## config.mk

```make
export PLATFORM = sky130hd
export DESIGN_NAME = alu_sequencer
export DESIGN_NICKNAME = d
export VERILOG_FILES = /design/src/rtl/alu_sequencer.sv
export SDC_FILE = /design/constraint.sdc
export NUM_CORES = 1
export LEC_CHECK = 0
export ABC_CLOCK_PERIOD_IN_PS = 1500
export CORE_AREA = 2 2 91 93
export DETAILED_ROUTE_END_ITERATION = 8
export DIE_AREA = 0 0 93 95
export PLACE_DENSITY = 0.74
export SYNTH_ARGS = -nofsm -noshare
export SYNTH_HDL_FRONTEND = slang
export SYNTH_SLANG_ARGS = --single-unit
```

## constraint.sdc

```tcl
create_clock -name clk -period 1.5 [get_ports clk]
set_input_delay 0.15 -clock clk [delete_from_list [all_inputs] [get_ports clk]]
set_output_delay 0.15 -clock clk [all_outputs]
set_load 0.02 [all_outputs]
```

## src/rtl/alu_sequencer.sv

```systemverilog
`default_nettype none
// ============================================================================
//  Module      : alu_sequencer
//  Description : Accumulator-based instruction sequencer that drives an 8-bit
//                combinational ALU (AND/OR/ADD/SUB). Instructions arrive over
//                a valid/ready handshake; OUT emits the accumulator over a
//                second valid/ready handshake.
//  Revision    : 1.0 - initial release
// ============================================================================
module alu_sequencer #(
    parameter int DATA_W     = 8,
    parameter int REG_ADDR_W = 2
) (
    input  logic                  clk,
    input  logic                  rst_n,
    input  logic                  instr_valid,
    output logic                  instr_ready,
    input  logic [2:0]            instr_op,
    input  logic                  instr_src,
    input  logic [REG_ADDR_W-1:0] instr_reg,
    input  logic [DATA_W-1:0]     instr_imm,
    output logic [1:0]            alu_opcode,
    output logic [DATA_W-1:0]     alu_a,
    output logic [DATA_W-1:0]     alu_b,
    input  logic [DATA_W-1:0]     alu_out,
    input  logic                  alu_carry,
    output logic                  result_valid,
    input  logic                  result_ready,
    output logic [DATA_W-1:0]     result_data,
    output logic                  flag_carry,
    output logic                  flag_zero
);

    localparam int         c_nregs    = 1 << REG_ADDR_W;
    localparam logic [2:0] c_op_and   = 3'b000;
    localparam logic [2:0] c_op_or    = 3'b001;
    localparam logic [2:0] c_op_add   = 3'b010;
    localparam logic [2:0] c_op_sub   = 3'b011;
    localparam logic [2:0] c_op_load  = 3'b100;
    localparam logic [2:0] c_op_store = 3'b101;
    localparam logic [2:0] c_op_out   = 3'b110;

    typedef enum logic [1:0] {
        S_IDLE = 2'd0,
        S_EXEC = 2'd1,
        S_EMIT = 2'd2
    } state_t;

    state_t                  state_q, state_d;
    logic [DATA_W-1:0]       acc_q, acc_d;
    logic [DATA_W-1:0]       regs_q [c_nregs];
    logic [DATA_W-1:0]       regs_d [c_nregs];
    logic [2:0]              op_q, op_d;
    logic [REG_ADDR_W-1:0]   idx_q, idx_d;
    logic [DATA_W-1:0]       opnd_q, opnd_d;
    logic [1:0]              alu_opcode_q, alu_opcode_d;
    logic [DATA_W-1:0]       alu_a_q, alu_a_d;
    logic [DATA_W-1:0]       alu_b_q, alu_b_d;
    logic                    result_valid_q, result_valid_d;
    logic [DATA_W-1:0]       result_data_q, result_data_d;
    logic                    carry_q, carry_d;
    logic                    zero_q, zero_d;
    logic                    ready_q, ready_d;
    logic                    w_accept;
    logic [DATA_W-1:0]       w_opnd;

    // Next-state logic: handshake acceptance, execution and result emission
    always_comb begin
        state_d        = state_q;
        acc_d          = acc_q;
        regs_d         = regs_q;
        op_d           = op_q;
        idx_d          = idx_q;
        opnd_d         = opnd_q;
        alu_opcode_d   = alu_opcode_q;
        alu_a_d        = alu_a_q;
        alu_b_d        = alu_b_q;
        result_valid_d = result_valid_q;
        result_data_d  = result_data_q;
        carry_d        = carry_q;
        zero_d         = zero_q;
        ready_d        = ready_q;
        w_accept       = (state_q == S_IDLE) && ready_q && instr_valid;
        w_opnd         = instr_src ? regs_q[instr_reg] : instr_imm;

        case (state_q)
            S_IDLE: begin
                if (w_accept) begin
                    op_d    = instr_op;
                    idx_d   = instr_reg;
                    opnd_d  = w_opnd;
                    ready_d = 1'b0;
                    if (instr_op == c_op_out) begin
                        state_d        = S_EMIT;
                        result_valid_d = 1'b1;
                        result_data_d  = acc_q;
                    end else begin
                        // ALU operands are registered here so they are clean for the whole EXEC cycle
                        state_d      = S_EXEC;
                        alu_opcode_d = instr_op[1:0];
                        alu_a_d      = acc_q;
                        alu_b_d      = w_opnd;
                    end
                end else begin
                    // Also raises ready on the first cycle after reset release
                    ready_d = 1'b1;
                end
            end
            S_EXEC: begin
                state_d = S_IDLE;
                ready_d = 1'b1;
                case (op_q)
                    c_op_and, c_op_or: begin
                        acc_d  = alu_out;
                        zero_d = (alu_out == '0);
                    end
                    c_op_add, c_op_sub: begin
                        acc_d   = alu_out;
                        zero_d  = (alu_out == '0);
                        carry_d = alu_carry;
                    end
                    c_op_load: begin
                        acc_d  = opnd_q;
                        zero_d = (opnd_q == '0);
                    end
                    c_op_store: begin
                        regs_d[idx_q] = acc_q;
                    end
                    default: begin
                        // NOP leaves all architectural state untouched
                    end
                endcase
            end
            S_EMIT: begin
                if (result_ready) begin
                    state_d        = S_IDLE;
                    result_valid_d = 1'b0;
                    ready_d        = 1'b1;
                end
            end
            default: begin
                state_d = S_IDLE;
                ready_d = 1'b0;
            end
        endcase
    end

    // State registers with synchronous active-low reset
    always_ff @(posedge clk) begin
        if (!rst_n) begin
            state_q        <= S_IDLE;
            acc_q          <= '0;
            for (int i = 0; i < c_nregs; i++) begin
                regs_q[i] <= '0;
            end
            op_q           <= '0;
            idx_q          <= '0;
            opnd_q         <= '0;
            alu_opcode_q   <= '0;
            alu_a_q        <= '0;
            alu_b_q        <= '0;
            result_valid_q <= 1'b0;
            result_data_q  <= '0;
            carry_q        <= 1'b0;
            zero_q         <= 1'b0;
            ready_q        <= 1'b0;
        end else begin
            state_q        <= state_d;
            acc_q          <= acc_d;
            regs_q         <= regs_d;
            op_q           <= op_d;
            idx_q          <= idx_d;
            opnd_q         <= opnd_d;
            alu_opcode_q   <= alu_opcode_d;
            alu_a_q        <= alu_a_d;
            alu_b_q        <= alu_b_d;
            result_valid_q <= result_valid_d;
            result_data_q  <= result_data_d;
            carry_q        <= carry_d;
            zero_q         <= zero_d;
            ready_q        <= ready_d;
        end
    end

    // Ready is forced low as soon as reset is asserted, without waiting for an edge
    assign instr_ready  = ready_q & rst_n;
    assign alu_opcode   = alu_opcode_q;
    assign alu_a        = alu_a_q;
    assign alu_b        = alu_b_q;
    assign result_valid = result_valid_q;
    assign result_data  = result_data_q;
    assign flag_carry   = carry_q;
    assign flag_zero    = zero_q;

endmodule
`default_nettype wire

```

==> results.yml <==
floorplan:
  ios: 57
  die_area_sq_um: 8840
  core_area_sq_um: 7930
  die_width_um: 93
  rows: 33
  die_h_um: 95
  start_util_pct: 46.6
synth:
  yosysUniqueCellTypes: 39
  synth-xor-area-share_pct: 0
  synth_mux_area_share_pct: 15.5
  synth_area_per_cell_sq_um: 9.38
  synthSimpleGateAreaFrac_pct: 15.2
  synth_top_family_by_area: "compound AO/OA/AOI/OAI gates"
  synthFlopType: "dfxtp_1"
  yosys-top-cells-area: "dfxtp_1 (46%), mux2i_1 (15%), nand2_1 (6.2%)"
  synth_compound_area_share_pct: 17.2
  syn_area_sq_um: 3700
  synth_top_area_share_pct: 46.0
  synth_nets: 425
  async_flop_share_pct: 0
  syn_inst: 394
  synthAdderAreaFrac_pct: 1.35
  yosysWarnings: 0
  yosys.area.top_type: "dfxtp_1"
  synth_seq_cells: 85
  synth_edf_count: 0
  synth_seq_area_share_pct: 46.0
layout:
  layout.nets: 489
  drive_gt1_share_pct: 17.1
  syn_to_final_growth_pct: 31.7
  layoutNonFillerInstCount: 567
  antenna_cells: 0
  stdcell_area_sq_um: 4870
placement:
  finalWeightedCongestion: 0.789
  placed_area_sq_um: 4480
  post-place-cells: 550
  dp_hpwl_mm: 6.70
  numPortBuffers: 56
clock_tree:
  cts_tree: "yes"
  cts-hold-fix-buffers: 0
  h-tree-depth: 3
  cts_max_path_buffers: 2
  cts_buffers: 9
  cts-root-buf: "clkbuf_8"
  cts.sinks: 85
  clk_pin_slew_ns: 0.08
  cts_setup_buffers: 0
  insertion_delay_ns: 0.36
critical_path:
  worstReg2RegEnd: "regs_q[28]$_SDFFE_PN0P_"
  critPathRequiredTime_ns: 1.75
  worst-path-max-fanout: 8
  reg2reg_from: "state_q[1]$_SDFFE_PN0P_"
  critical_path_arrival_ns: 1.73
  crit_path_end_kind: "flip-flop"
  rr_worst_depth: 6
  reg2reg_setup_slack_ns: 0.02
  crit_type: "reg2reg"
  cp-start-kind: "flip-flop"
worst_hold_path:
  hold_class: "in2reg"
  hold_end: "alu_b[0]$_SDFFE_PN0P_"
  hold_depth: 3
  worstHoldStart: "rst_n"
sta:
  setup_viol_count_final: 0
  slew_headroom_pct: 76.8
  slew_violations: 0
  setup_tns_ns: 0
  worst_pin_slew_ns: 0.345
  period_needed_ns: 1.48
  timing.final.crit_share_pct: 98.6
  grt_setup_unrepaired: "true"
  hold_viol: 0
  fin_skew_ns: 0.00858
  fmax_mhz: 676
detailed_routing:
  drtIter0Drc: 199
  dr.pass1.iters: 4
  remaining_drc_errors: 0
  routedWlPerCell_um: 17.7
  via_count: 3213
  final_antenna_net_count: 0
  viasPerCell: 5.67
  routed_wl_mm: 10.0
grt:
  gr-usage-all-layers_pct: 22.5
  grt_pass1_vias: 3095
  grt_max_degree: 49
  grt_pass1_wl_mm: 15.3
  antenna_found_initial: 0
  grt_overflow: 0
status:
  status: "finished clean"
pwr:
  power_mw: 5.55
  ir_drop_mv: 0.431
  p_per_area_nw_per_um2: 1140
  power.leakage_nw: 1.96
job:
  max_cap_viol_count: 0
[layout make-up]
cell class                      count  area (sq um)
Sequential cell                    85          1700
Clock buffer                       12           165
Timing Repair Buffer               83           896
Tap cell                          105           131
Inverter                            6          22.5
Clock inverter                      3          67.6
Multi-Input combinational cell    273          1880
Fill cell                         668          3060
[cells by family (layout without fill, tap and decap cells)]
group | count (synthesis) | in the layout
adders and majority gates | 4 | 4
buffers and inverters | 36 | 104
AOI/OAI and AO/OA | 96 | 96
and+or+nand+nor | 117 | 117
muxes | 56 | 56
DFF | 85 | 85
[timing repair]
item	4_1_cts	5_1_grt
gates resized for setup	10	28
gates cloned	0	2
pin swaps	0	1
setup endpoints to repair	33	76
[power breakdown]
group / switching [mW] / total [mW] / internal (mW)
Clock: 0.804 / 1.87 / 1.07
Combinational: 0.561 / 1.08 / 0.516
Sequential: 0.190 / 2.61 / 2.42
Total: 1.55 / 5.55 / 4.00
[state kept, by name, indices dropped and copies added (netlist names)]
signal	flops
alu_opcode	2
flag_carry	1
ready_q	1
result_data	8
state_q	2
opnd_q	8
result_valid	1
op_q	3
idx_q	2
flag_zero	1
alu_b	8
regs_q	32
alu_a	8
acc_q	8
[worst max-delay path, stage by stage, from the launching register on]
cell	delay (ns)
dfxtp_2	0.33
inv_2	0.07
ha_4	0.14
nand4b_1	0.16
or3_4	0.38
buf_8	0.16
mux2i_1	0.12
[how the worst max path moves through the flow]
stage | cells past startpoint | endpoint | from | slack [ns]
after global placement | 4 | alu_opcode[1]$_SDFFE_PN0P_ | instr_op[0] | -0.09
final | 6 | regs_q[28]$_SDFFE_PN0P_ | state_q[1]$_SDFFE_PN0P_ | 0.02
after CTS | 7 | alu_a[2]$_SDFFE_PN0P_ | state_q[0]$_SDFFE_PN0P_ | 0.001
after global routing | 6 | regs_q[28]$_SDFFE_PN0P_ | state_q[1]$_SDFFE_PN0P_ | -0.05
after detailed placement | 4 | alu_b[7]$_SDFFE_PN0P_ | instr_reg[0] | -0.1
after floorplan | 6 | opnd_q[3]$_SDFFE_PN0P_ | state_q[0]$_SDFFE_PN0P_ | 0.01
[through the flow]
| stage | setup slack, ns | util [%] | hold WS (ns) |
|---|---|---|---|
| 6_report | 0.0208 | 61.4 | 0.269 |
| 5_1_grt | -0.0451 | 61.4 | 0.266 |
| 4_1_cts | 0.00143 | 59.7 | 0.270 |
| 3_5_place_dp | -0.0980 | 56.5 | 0.452 |
| 3_3_place_gp | -0.0904 | 56.5 | 0.443 |
| 2_1_floorplan | 0.0123 | - | 0.264 |
[cell usage in the layout, fill, tap and decap left out, types with 5 or more instances in the layout]
master and instances:
dfxtp_1 83, nand2_1 61, mux2i_1 54, clkdlybuf4s50_1 42
a21oi_1 32, nand3_1 24, o21ai_0 20, buf_4 16
o221a_2 15, clkbuf_8 12, nand2b_1 10, a211oi_1 10
dlymetal6s2s_1 10, o22ai_1 7, nor4_1 5, buf_12 5
[synth_stat cells, types with 2 or more instances]
master     n
ha_1       4
o21ai_0   21
nand4b_1   2
o221a_2   15
buf_2     11
nor2_2     2
buf_1      2
mux2i_1   55
nand2b_1  10
a311oi_1   2
buf_4      3
clkbuf_1  12
nor3b_1    2
dfxtp_1   85
a21oi_1   35
o22ai_1    7
buf_6      2
nand3_1   25
nand3b_1   2
nor4_1     5
nand2_1   61
a211oi_1  10
inv_1      5
[metal layers]
metal	wire length, um	global-route usage [%]	vias to the layer above
met3	597	4.47	13
met4	121	8.58	0
met2	4930	36.5	85
li1	-	-	1555
met5	0	0	-
met1	4360	29.6	1560
No activity file was read; power rests on OpenSTA's default activity.
